## config.mk

```make
export PLATFORM = sky130hd
export DESIGN_NAME = lsu_mem_port_flat
export DESIGN_NICKNAME = d
export VERILOG_FILES = /design/src/rtl/lsu_mem_port_if.sv /design/src/rtl/lsu_mem_port.sv /design/src/flat_wrapper.sv
export SDC_FILE = /design/constraint.sdc
export NUM_CORES = 1
export LEC_CHECK = 0
export ABC_AREA = 1
export CORE_MARGIN = 8
export CORE_UTILIZATION = 47
export CTS_CLUSTER_DIAMETER = 30
export CTS_CLUSTER_SIZE = 14
export DETAILED_ROUTE_END_ITERATION = 10
export GPL_TIMING_DRIVEN = 0
export PLACE_DENSITY_LB_ADDON = 0.1
export RECOVER_POWER = 50
export SLEW_MARGIN = 25
export SYNTH_ARGS = -nofsm -noshare
export SYNTH_HDL_FRONTEND = slang
export SYNTH_SLANG_ARGS = --single-unit
```

## constraint.sdc

```tcl
create_clock -name clk -period 2.5 [get_ports clk]
set_clock_uncertainty 0.2 [all_clocks]
set_input_delay 0.5 -clock clk [delete_from_list [all_inputs] [get_ports clk]]
set_output_delay 0.5 -clock clk [all_outputs]
set_load 0.02 [all_outputs]
```

## src/rtl/lsu_mem_port_if.sv

```systemverilog
// Bus bundle for the load/store unit: CPU-side request/response and
// memory-side request/data. The slave view belongs to lsu_mem_port and the
// master view to whatever drives the CPU and memory sides.
interface lsu_mem_port_if #(
   parameter int ADDR_W = 32
) ();
   logic              req_valid;
   logic              req_we;
   logic [2:0]        req_func3;
   logic [ADDR_W-1:0] req_addr;
   logic [31:0]       req_wdata;
   logic              stall;
   logic              rsp_valid;
   logic [31:0]       rsp_rdata;
   logic              rsp_err;
   logic              mem_req;
   logic [3:0]        mem_be;
   logic [ADDR_W-1:0] mem_addr;
   logic [31:0]       mem_wdata;
   logic              mem_ready;
   logic [31:0]       mem_rdata;

   modport slave (
      input  req_valid, req_we, req_func3, req_addr, req_wdata,
      input  mem_ready, mem_rdata,
      output stall, rsp_valid, rsp_rdata, rsp_err,
      output mem_req, mem_be, mem_addr, mem_wdata
   );

   modport master (
      output req_valid, req_we, req_func3, req_addr, req_wdata,
      output mem_ready, mem_rdata,
      input  stall, rsp_valid, rsp_rdata, rsp_err,
      input  mem_req, mem_be, mem_addr, mem_wdata
   );
endinterface

```

## src/rtl/lsu_mem_port.sv

```systemverilog
// Load/store unit between the single-cycle datapath and a variable-latency
// data memory. Checks the access, issues one memory request, stalls the
// core until the memory answers and returns extended load data.
//
// state  | meaning
// -------+-------------------------------------------------------------
// S_IDLE | waiting for req_valid; decode and check the request
// S_WAIT | mem_req held high with stable addr/be/wdata until mem_ready
// S_DONE | one-cycle rsp_valid (rsp_err from the check); back to idle
module lsu_mem_port #(
   parameter int ADDR_W = 32
) (
   input  logic           clk,
   input  logic           rst,
   lsu_mem_port_if.slave  bus
);
   typedef enum logic [1:0] {S_IDLE, S_WAIT, S_DONE} state_t;

   state_t            state_q, state_d;
   logic [ADDR_W-1:0] addr_q;
   logic [3:0]        be_q;
   logic [31:0]       wdata_q;
   logic [2:0]        func3_q;
   logic [1:0]        lane_q;
   logic              we_q;
   logic              err_q;
   logic [31:0]       rdata_q;

   logic [1:0]        lane;
   logic              illegal;
   logic              misaligned;
   logic              req_bad;
   logic [3:0]        be_calc;
   logic [31:0]       wdata_calc;
   logic [31:0]       rd_shift;
   logic [31:0]       load_ext;

   // Request decode: legality, alignment, byte enables and lane-shifted data.
   always_comb begin
      lane       = bus.req_addr[1:0];
      illegal    = 1'b0;
      misaligned = 1'b0;
      be_calc    = 4'b0000;
      if (bus.req_we) begin
         illegal = (bus.req_func3 > 3'd2);
      end else begin
         illegal = (bus.req_func3 == 3'd3) || (bus.req_func3 == 3'd6) ||
                   (bus.req_func3 == 3'd7);
      end
      case (bus.req_func3[1:0])
         2'd1:    misaligned = lane[0];
         2'd2:    misaligned = (lane != 2'd0);
         default: misaligned = 1'b0;
      endcase
      if (bus.req_we) begin
         case (bus.req_func3[1:0])
            2'd0:    be_calc = 4'b0001 << lane;
            2'd1:    be_calc = 4'b0011 << lane;
            default: be_calc = 4'b1111;
         endcase
      end
      req_bad    = illegal || misaligned;
      wdata_calc = bus.req_wdata << {lane, 3'b000};
   end

   // Load extraction from the captured lane of the returned word.
   always_comb begin
      rd_shift = bus.mem_rdata >> {lane_q, 3'b000};
      case (func3_q)
         3'b000:  load_ext = {{24{rd_shift[7]}}, rd_shift[7:0]};
         3'b001:  load_ext = {{16{rd_shift[15]}}, rd_shift[15:0]};
         3'b100:  load_ext = {24'h0, rd_shift[7:0]};
         3'b101:  load_ext = {16'h0, rd_shift[15:0]};
         default: load_ext = rd_shift;
      endcase
   end

   // State register.
   always_ff @(posedge clk) begin
      if (rst) state_q <= S_IDLE;
      else     state_q <= state_d;
   end

   // Next-state logic.
   always_comb begin
      state_d = state_q;
      case (state_q)
         S_IDLE:  if (bus.req_valid) state_d = req_bad ? S_DONE : S_WAIT;
         S_WAIT:  if (bus.mem_ready) state_d = S_DONE;
         S_DONE:  state_d = S_IDLE;
         default: state_d = S_IDLE;
      endcase
   end

   // Request capture in idle and load-data capture on memory completion.
   always_ff @(posedge clk) begin
      if (rst) begin
         addr_q  <= '0;
         be_q    <= 4'b0000;
         wdata_q <= 32'h0;
         func3_q <= 3'b000;
         lane_q  <= 2'b00;
         we_q    <= 1'b0;
         err_q   <= 1'b0;
         rdata_q <= 32'h0;
      end else if (state_q == S_IDLE && bus.req_valid) begin
         if (req_bad) begin
            err_q   <= 1'b1;
            rdata_q <= 32'h0;
         end else begin
            err_q   <= 1'b0;
            addr_q  <= {bus.req_addr[ADDR_W-1:2], 2'b00};
            be_q    <= be_calc;
            wdata_q <= wdata_calc;
            func3_q <= bus.req_func3;
            lane_q  <= lane;
            we_q    <= bus.req_we;
         end
      end else if (state_q == S_WAIT && bus.mem_ready && !we_q) begin
         rdata_q <= load_ext;
      end
   end

   // Outputs decoded from state and captured registers.
   always_comb begin
      bus.mem_req   = (state_q == S_WAIT);
      bus.mem_be    = be_q;
      bus.mem_addr  = addr_q;
      bus.mem_wdata = wdata_q;
      bus.rsp_valid = (state_q == S_DONE);
      bus.rsp_err   = (state_q == S_DONE) && err_q;
      bus.rsp_rdata = rdata_q;
      bus.stall     = bus.req_valid && (state_q != S_DONE);
   end
endmodule

```

## src/flat_wrapper.sv

```systemverilog
// flat-port wrapper written by rule: the top's interface ports become plain ports
module lsu_mem_port_flat 
#(
   parameter int ADDR_W = 32
)
  (clk, rst, bus_req_valid, bus_req_we, bus_req_func3, bus_req_addr, bus_req_wdata, bus_mem_ready, bus_mem_rdata, bus_stall, bus_rsp_valid, bus_rsp_rdata, bus_rsp_err, bus_mem_req, bus_mem_be, bus_mem_addr, bus_mem_wdata);
  lsu_mem_port_if #(.ADDR_W(ADDR_W)) bus_i ();
  input  logic clk;
  input  logic rst;
  input wire logic [$bits(bus_i.req_valid)-1:0] bus_req_valid;
  input wire logic [$bits(bus_i.req_we)-1:0] bus_req_we;
  input wire logic [$bits(bus_i.req_func3)-1:0] bus_req_func3;
  input wire logic [$bits(bus_i.req_addr)-1:0] bus_req_addr;
  input wire logic [$bits(bus_i.req_wdata)-1:0] bus_req_wdata;
  input wire logic [$bits(bus_i.mem_ready)-1:0] bus_mem_ready;
  input wire logic [$bits(bus_i.mem_rdata)-1:0] bus_mem_rdata;
  output wire logic [$bits(bus_i.stall)-1:0] bus_stall;
  output wire logic [$bits(bus_i.rsp_valid)-1:0] bus_rsp_valid;
  output wire logic [$bits(bus_i.rsp_rdata)-1:0] bus_rsp_rdata;
  output wire logic [$bits(bus_i.rsp_err)-1:0] bus_rsp_err;
  output wire logic [$bits(bus_i.mem_req)-1:0] bus_mem_req;
  output wire logic [$bits(bus_i.mem_be)-1:0] bus_mem_be;
  output wire logic [$bits(bus_i.mem_addr)-1:0] bus_mem_addr;
  output wire logic [$bits(bus_i.mem_wdata)-1:0] bus_mem_wdata;
  assign bus_i.req_valid = bus_req_valid;
  assign bus_i.req_we = bus_req_we;
  assign bus_i.req_func3 = bus_req_func3;
  assign bus_i.req_addr = bus_req_addr;
  assign bus_i.req_wdata = bus_req_wdata;
  assign bus_i.mem_ready = bus_mem_ready;
  assign bus_i.mem_rdata = bus_mem_rdata;
  assign bus_stall = bus_i.stall;
  assign bus_rsp_valid = bus_i.rsp_valid;
  assign bus_rsp_rdata = bus_i.rsp_rdata;
  assign bus_rsp_err = bus_i.rsp_err;
  assign bus_mem_req = bus_i.mem_req;
  assign bus_mem_be = bus_i.mem_be;
  assign bus_mem_addr = bus_i.mem_addr;
  assign bus_mem_wdata = bus_i.mem_wdata;
  lsu_mem_port #(.ADDR_W(ADDR_W)) u_core (.clk(clk), .rst(rst), .bus(bus_i));
endmodule
```

# Word level (Yosys, flattened, before mapping)
# Cells that the tools add are included.
[totals]
reg_bits = 107
inputBits = 104
output_inout_bits = 104
wordCells = 59
[op_classes]
n_lt_le_gt_ge = 1
eq_ne = 14
shifts = 4
n_mux = 13
bitwise = 1
n_reduce_logical = 17
[op_table]
columns = ["operator", "count"]
rows = [
  ["32-bit case mux with 4 select lines", 1],
  ["32-bit two-way mux", 3],
  ["32-bit by 5-bit << shifter with 32-bit output", 1],
  ["32-bit by 5-bit >> shifter with 32-bit output", 1],
  ["3-bit equality test, second input constant", 4],
  ["4-bit case mux with 2 select lines", 1],
  ["2-bit two-way mux", 3],
  ["2-bit inequality test, second input constant", 3],
  ["2-bit AND reduction", 3],
  ["1-bit logical AND", 5],
  ["2-bit by 1-bit equality test with 1-bit output, second input constant", 2],
  ["2-bit equality test, second input constant", 2],
  ["2-bit zero test", 2],
  ["4-bit two-way mux", 1],
  ["2-bit case mux with 2 select lines", 1],
  ["2-bit nonzero test", 2],
  ["1-bit by 2-bit << shifter with 4-bit output, first input constant", 1],
  ["2-bit by 2-bit << shifter with 4-bit output, first input constant", 1],
  ["3-bit by 1-bit equality test with 1-bit output, second input constant", 1],
  ["3-bit by 2-bit equality test with 1-bit output, second input constant", 1],
  ["3-bit by 2-bit > comparator with 1-bit output, second input constant", 1],
  ["3-bit zero test", 1],
  ["1-bit logical OR", 3],
  ["1-bit two-way mux", 2],
  ["other kinds (4)", 4],
]

# Logic depth before layout (Yosys ltp)
# Gate-level depths: netlist of run 1.
[depth]
word_depth = 8
ltp_mapped = 11
depth_no_buf = 10

# Worst setup path after synthesis of run 1
# OpenSTA, ideal clock, no wires.
[synth_timing]
path_type = "in2reg"
startpoint = "in bus_req_func3[0]"
endpoint = "reg u_core.addr_q[10], in the netlist u_core.bus.mem_addr[10]"
setup_ns = 0.116
t_arrival_ns = 1.565
required_ns = 2.184
path_slack_ns = 0.620
cell_stages = 9
n_path_buf = 2
path_cell_list = "inv_1 ha_1 nand2_1 o21a_1 nand4_1 buf_4 buf_4 o21ai_0 nor2_1"
[synth_between]
elab_chain_len = 7
word_cells_on_any_way = 13
cone_classes = "order compare (1); eq/ne (5); mux (2); bitwise (1); reduce/logical (4)"
[synth_lines]
columns = ["element", "line_no", "text"]
rows = [
  ["from (decl)", "flat_wrapper.sv:12", "input wire logic [$bits(bus_i.req_func3)-1:0] bus_req_func3;"],
  ["parallel branches: the longest is 4 deep, another holds 3-bit by 2-bit > comparator with 1-bit output", "n/a", ""],
  ["1-bit logical OR (*)", "lsu_mem_port.sv:62", "req_bad = illegal || misaligned;"],
  ["1-bit inverter (no line) (*)", "n/a", ""],
  ["2-bit AND reduction (no line) (*)", "n/a", ""],
  ["to (signal assigned)", "lsu_mem_port.sv:112", "addr_q <= {bus.req_addr[ADDR_W-1:2], 2'b00};"],
  ["to (decl)", "lsu_mem_port.sv:20", "logic [ADDR_W-1:0] addr_q;"],
]
# Every way passes the cells marked *.
# A chain may end at the register's enable or synchronous reset.

# Worst setup path after layout of run 1
[layout_timing]
startpoint = "reg u_core.state_q[1]"
endpoint = "out bus_rsp_valid"
[layout_between]
elab_chain_len = 1
[layout_lines]
columns = ["element", "line_no", "text"]
rows = [
  ["from (decl)", "lsu_mem_port.sv:19", "state_t state_q, state_d;"],
  ["from (signal assigned)", "lsu_mem_port.sv:81", "else state_q <= state_d;"],
  ["2-bit equality test", "lsu_mem_port.sv:130", "bus.rsp_valid = (state_q == S_DONE);"],
  ["to (decl)", "flat_wrapper.sv:18", "output wire logic [$bits(bus_i.rsp_valid)-1:0] bus_rsp_valid;"],
]
# Every way passes these cells.

==> results of run 1 <==
==> flip-flops by register name, indices dropped and copies added, names as in the netlist <==
signal and cells:
u_core.we_q 1, u_core.bus.mem_be 4, u_core.bus.mem_wdata 32, u_core.func3_q 3
u_core.err_q 1, u_core.state_q 2, u_core.lane_q 2, u_core.bus.mem_addr 30
u_core.bus.rsp_rdata 32
==> final timing paths <==
path,startpoint,end,slack (ns),cells past startpoint
setup / recovery,u_core.state_q[1],bus_rsp_valid,0.07,3
hold / removal,u_core.bus.mem_wdata[5],u_core.bus.mem_wdata[5],0.25,2
setup reg to reg,u_core.lane_q[0],u_core.bus.rsp_rdata[24],0.72,7
hold reg to reg,u_core.bus.mem_wdata[5],u_core.bus.mem_wdata[5],0.25,2
==> layout by cell type, fill, tap and decap left out, types with 2 or more instances in the layout <==
master / netlist / routed
ha_1: 4 / 4
nand3_2: 4 / 4
clkbuf_8: 0 / 9
nand3_4: 3 / 3
conb_1: 1 / 2
nor2_1: 116 / 116
buf_1: 2 / 2
clkinvlp_4: 0 / 2
inv_1: 24 / 24
o21ai_0: 74 / 74
nor2_4: 3 / 3
inv_2: 2 / 2
clkbuf_1: 20 / 21
clkdlybuf4s50_1: 0 / 103
nand3_1: 77 / 77
buf_2: 21 / 21
buf_4: 10 / 10
dlygate4sd3_1: 0 / 98
nand2_2: 2 / 2
buf_6: 5 / 5
o31ai_1: 8 / 8
inv_6: 1 / 3
clkinv_2: 2 / 2
bufinv_16: 0 / 3
a21oi_1: 66 / 66
nand2_1: 196 / 196
o211ai_1: 8 / 8
nor3_1: 2 / 2
dfxtp_1: 107 / 107
==> area by class of cell <==
| cell class | count | area [um2] |
|---|---|---|
| fill | 925 | 3190 |
| multi-input combinational | 573 | 2660 |
| sequential | 107 | 2140 |
| timing repair buffer | 203 | 2020 |
| buffer | 59 | 334 |
| tap | 140 | 175 |
| clock buffer | 9 | 124 |
| clock inverter | 7 | 123 |
| inverter | 30 | 123 |
==> kinds of logic after synthesis <==
| family | share of synthesized area |
|---|---|
| buffers and inverters | 0.0869 |
| flip-flops | 0.408 |
| adder cells (fa/ha/maj) | 0.00953 |
| AO/OA/AOI/OAI | 0.162 |
| other | 0.000714 |
| AND/OR/NAND/NOR | 0.333 |
==> per-layer routing <==
metal  vias up  routed length (um)
li1       2946                   -
met1      2621                7510
met2       241                8750
met3        42                1620
met4         0                 501
met5         -                   0
==> worst min-delay path, cell delays in order, from the launching register on <==
cell and delay (ns):
dfxtp_1 0.32, nand2_1 0.06, nand2_1 0.04
==> metrics by stage <==
stage	instances	total power [mW]	setup WS, ns
5_1_grt	1128	4.56	0.0245
2_1_floorplan	769	2.58	0.620
3_3_place_gp	1112	3.12	-0.125
3_5_place_dp	1112	3.12	-0.160
4_1_cts	1128	4.40	0.0196
6_report	1128	4.35	0.0739
==> power by group through the flow <==
stage | registers [mW] | clock network [mW] | logic (mW)
3_3_place_gp | 1.90 | 0 | 1.22
3_5_place_dp | 1.90 | 0 | 1.22
4_1_cts | 1.86 | 1.31 | 1.23
2_1_floorplan | 2.01 | 0 | 0.571
6_report | 1.86 | 1.30 | 1.20
5_1_grt | 1.87 | 1.38 | 1.31
==> repair_timing <==
action / 4_1_cts / 5_1_grt
gates cloned: 0 / 0
setup endpoints to repair: 1 / 1
resized for setup: 1 / 1
==> impl_metrics.env, run 1 <==
export IMPL_grt_busiest_layer="met2"
export IMPL_synth_edf_count=0
export IMPL_avgViaCountPerCell=5.19
export IMPL_grt_ovfl_total=0
export IMPL_grt_max_degree=19
export IMPL_yosysTopAreaCellShare=0.408
export IMPL_fin_crit_ns=2.43
export IMPL_grt_setup_unrepaired="no"
export IMPL_dp_hpwl_um=14200
export IMPL_hold_slack_ns=0.249
export IMPL_crit_type="reg -> out"
export IMPL_cts_inserted_buffers=9
export IMPL_p_int_mw=2.98
export IMPL_end_kind="primary output"
export IMPL_firstDrtPassIters=5
export IMPL_fin_nets=1091
export IMPL_cap_violations=0
export IMPL_use_met1=0.272
export IMPL_clockBufferDepth=2
export IMPL_start_kind="flip-flop"
export IMPL_synth_seq_cells=107
export IMPL_stdcell_area_mm2=0.00770
export IMPL_antenna_cells=0
export IMPL_met3_usage=0.0819
export IMPL_power_frac_seq=0.427
export IMPL_yosys_warnings=0
export IMPL_fin_crit_sh=0.970
export IMPL_die_y_um=122
export IMPL_cpLargestDelayFamily="buffers and inverters"
export IMPL_wl_per_cell_um=16.3
export IMPL_drc=0
export IMPL_crit_slowest_cell="clkdlybuf4s50_1"
export IMPL_setup_viol=0
export IMPL_powerDensity_mw_per_mm2=565
export IMPL_syn2layout_area_growth_pct=46.6
export IMPL_cp_required_ns=1.80
export IMPL_ys_top_cells_by_count="196 x nand2_1, 116 x nor2_1, 107 x dfxtp_1"
export IMPL_cp_max_fo=3
export IMPL_vias=5850
export IMPL_met2_usage=0.420
export IMPL_drt_initial_drc_count=503
export IMPL_power_frac_clock=0.298
export IMPL_synth_ff_type="dfxtp_1"
export IMPL_fin_setup_tns_ns=0
export IMPL_postCtsHoldBufs=0
export IMPL_synth_cell_types=34
export IMPL_pwr_share_comb=0.275
export IMPL_maxSlewViolCount=0
export IMPL_grt_pass1_vias=5784
export IMPL_cts_tree="done"
export IMPL_run_status="finished, final reports clean"
export IMPL_leakagePower_nw=3.43
export IMPL_critical_path_buf_inv_count=2
export IMPL_clk_pin_slew_worst_paths_ns=0.10
export IMPL_grtUsageTotal=0.244
export IMPL_netlist_instances=768
export IMPL_synth_top_cell_by_area="dfxtp_1"
export IMPL_vdd_drop_max_mv=0.448
export IMPL_arrival_ns=1.73
export IMPL_core_mm2=0.0109
export IMPL_drt_total_wl_um=18400
export IMPL_worstMarginPinSlew_ns=0.621
export IMPL_die_w_um=122
export IMPL_avgSynthCellArea_um2=6.84
export IMPL_htreeDepth=3
export IMPL_cp_cell_sequence="inv_1, nor2_1, clkdlybuf4s50_1"
export IMPL_synth_area_leaders="dfxtp_1 41%, nand2_1 14%, nor2_1 8.3%"
export IMPL_antenna_found_initial=0
export IMPL_io_pins=208
export IMPL_ys_seq_area_frac=0.408
export IMPL_start_util=0.482
export IMPL_drive_gt1_frac=0.0759
export IMPL_p_switching_mw=1.37
export IMPL_async_flop_share=0
export IMPL_place_area_mm2=0.00746
export IMPL_final_util=0.707
export IMPL_clk_latency_ns=0.38
export IMPL_hold_violations=0
export IMPL_synth_most_common_cell="nand2_1"
export IMPL_clockRootBuffer="clkbuf_8"
export IMPL_cts_sinks=107
export IMPL_cpPeakStageDelay_ns=0.65
export IMPL_hold_path_class="reg -> reg"
export IMPL_grt_pass1_wl_um=28900
export IMPL_post_cts_setup_buffers=0
export IMPL_fmax_mhz=412
export IMPL_gp_congestion=0.957
export IMPL_syn_area_mm2=0.00525
export IMPL_std_cell_rows=38
export IMPL_slew_headroom=0.586
export IMPL_sw_frac_of_total=0.314
export IMPL_ant_nets=0
export IMPL_die_area_mm2=0.0148
export IMPL_io_buffers=203
Power figures use the tool's default switching activity.
==> inputs of run 2 (changes only) <==
--- a/config.mk
+++ b/config.mk
@@ -6,6 +6,7 @@
 export NUM_CORES = 1
 export LEC_CHECK = 0
 export ABC_AREA = 1
+export CAP_MARGIN = 40
 export CORE_MARGIN = 8
 export CORE_UTILIZATION = 47
 export CTS_CLUSTER_DIAMETER = 30
==> results of run 2 <==
Final layout, timing and power as in run 1 (identical DEF).
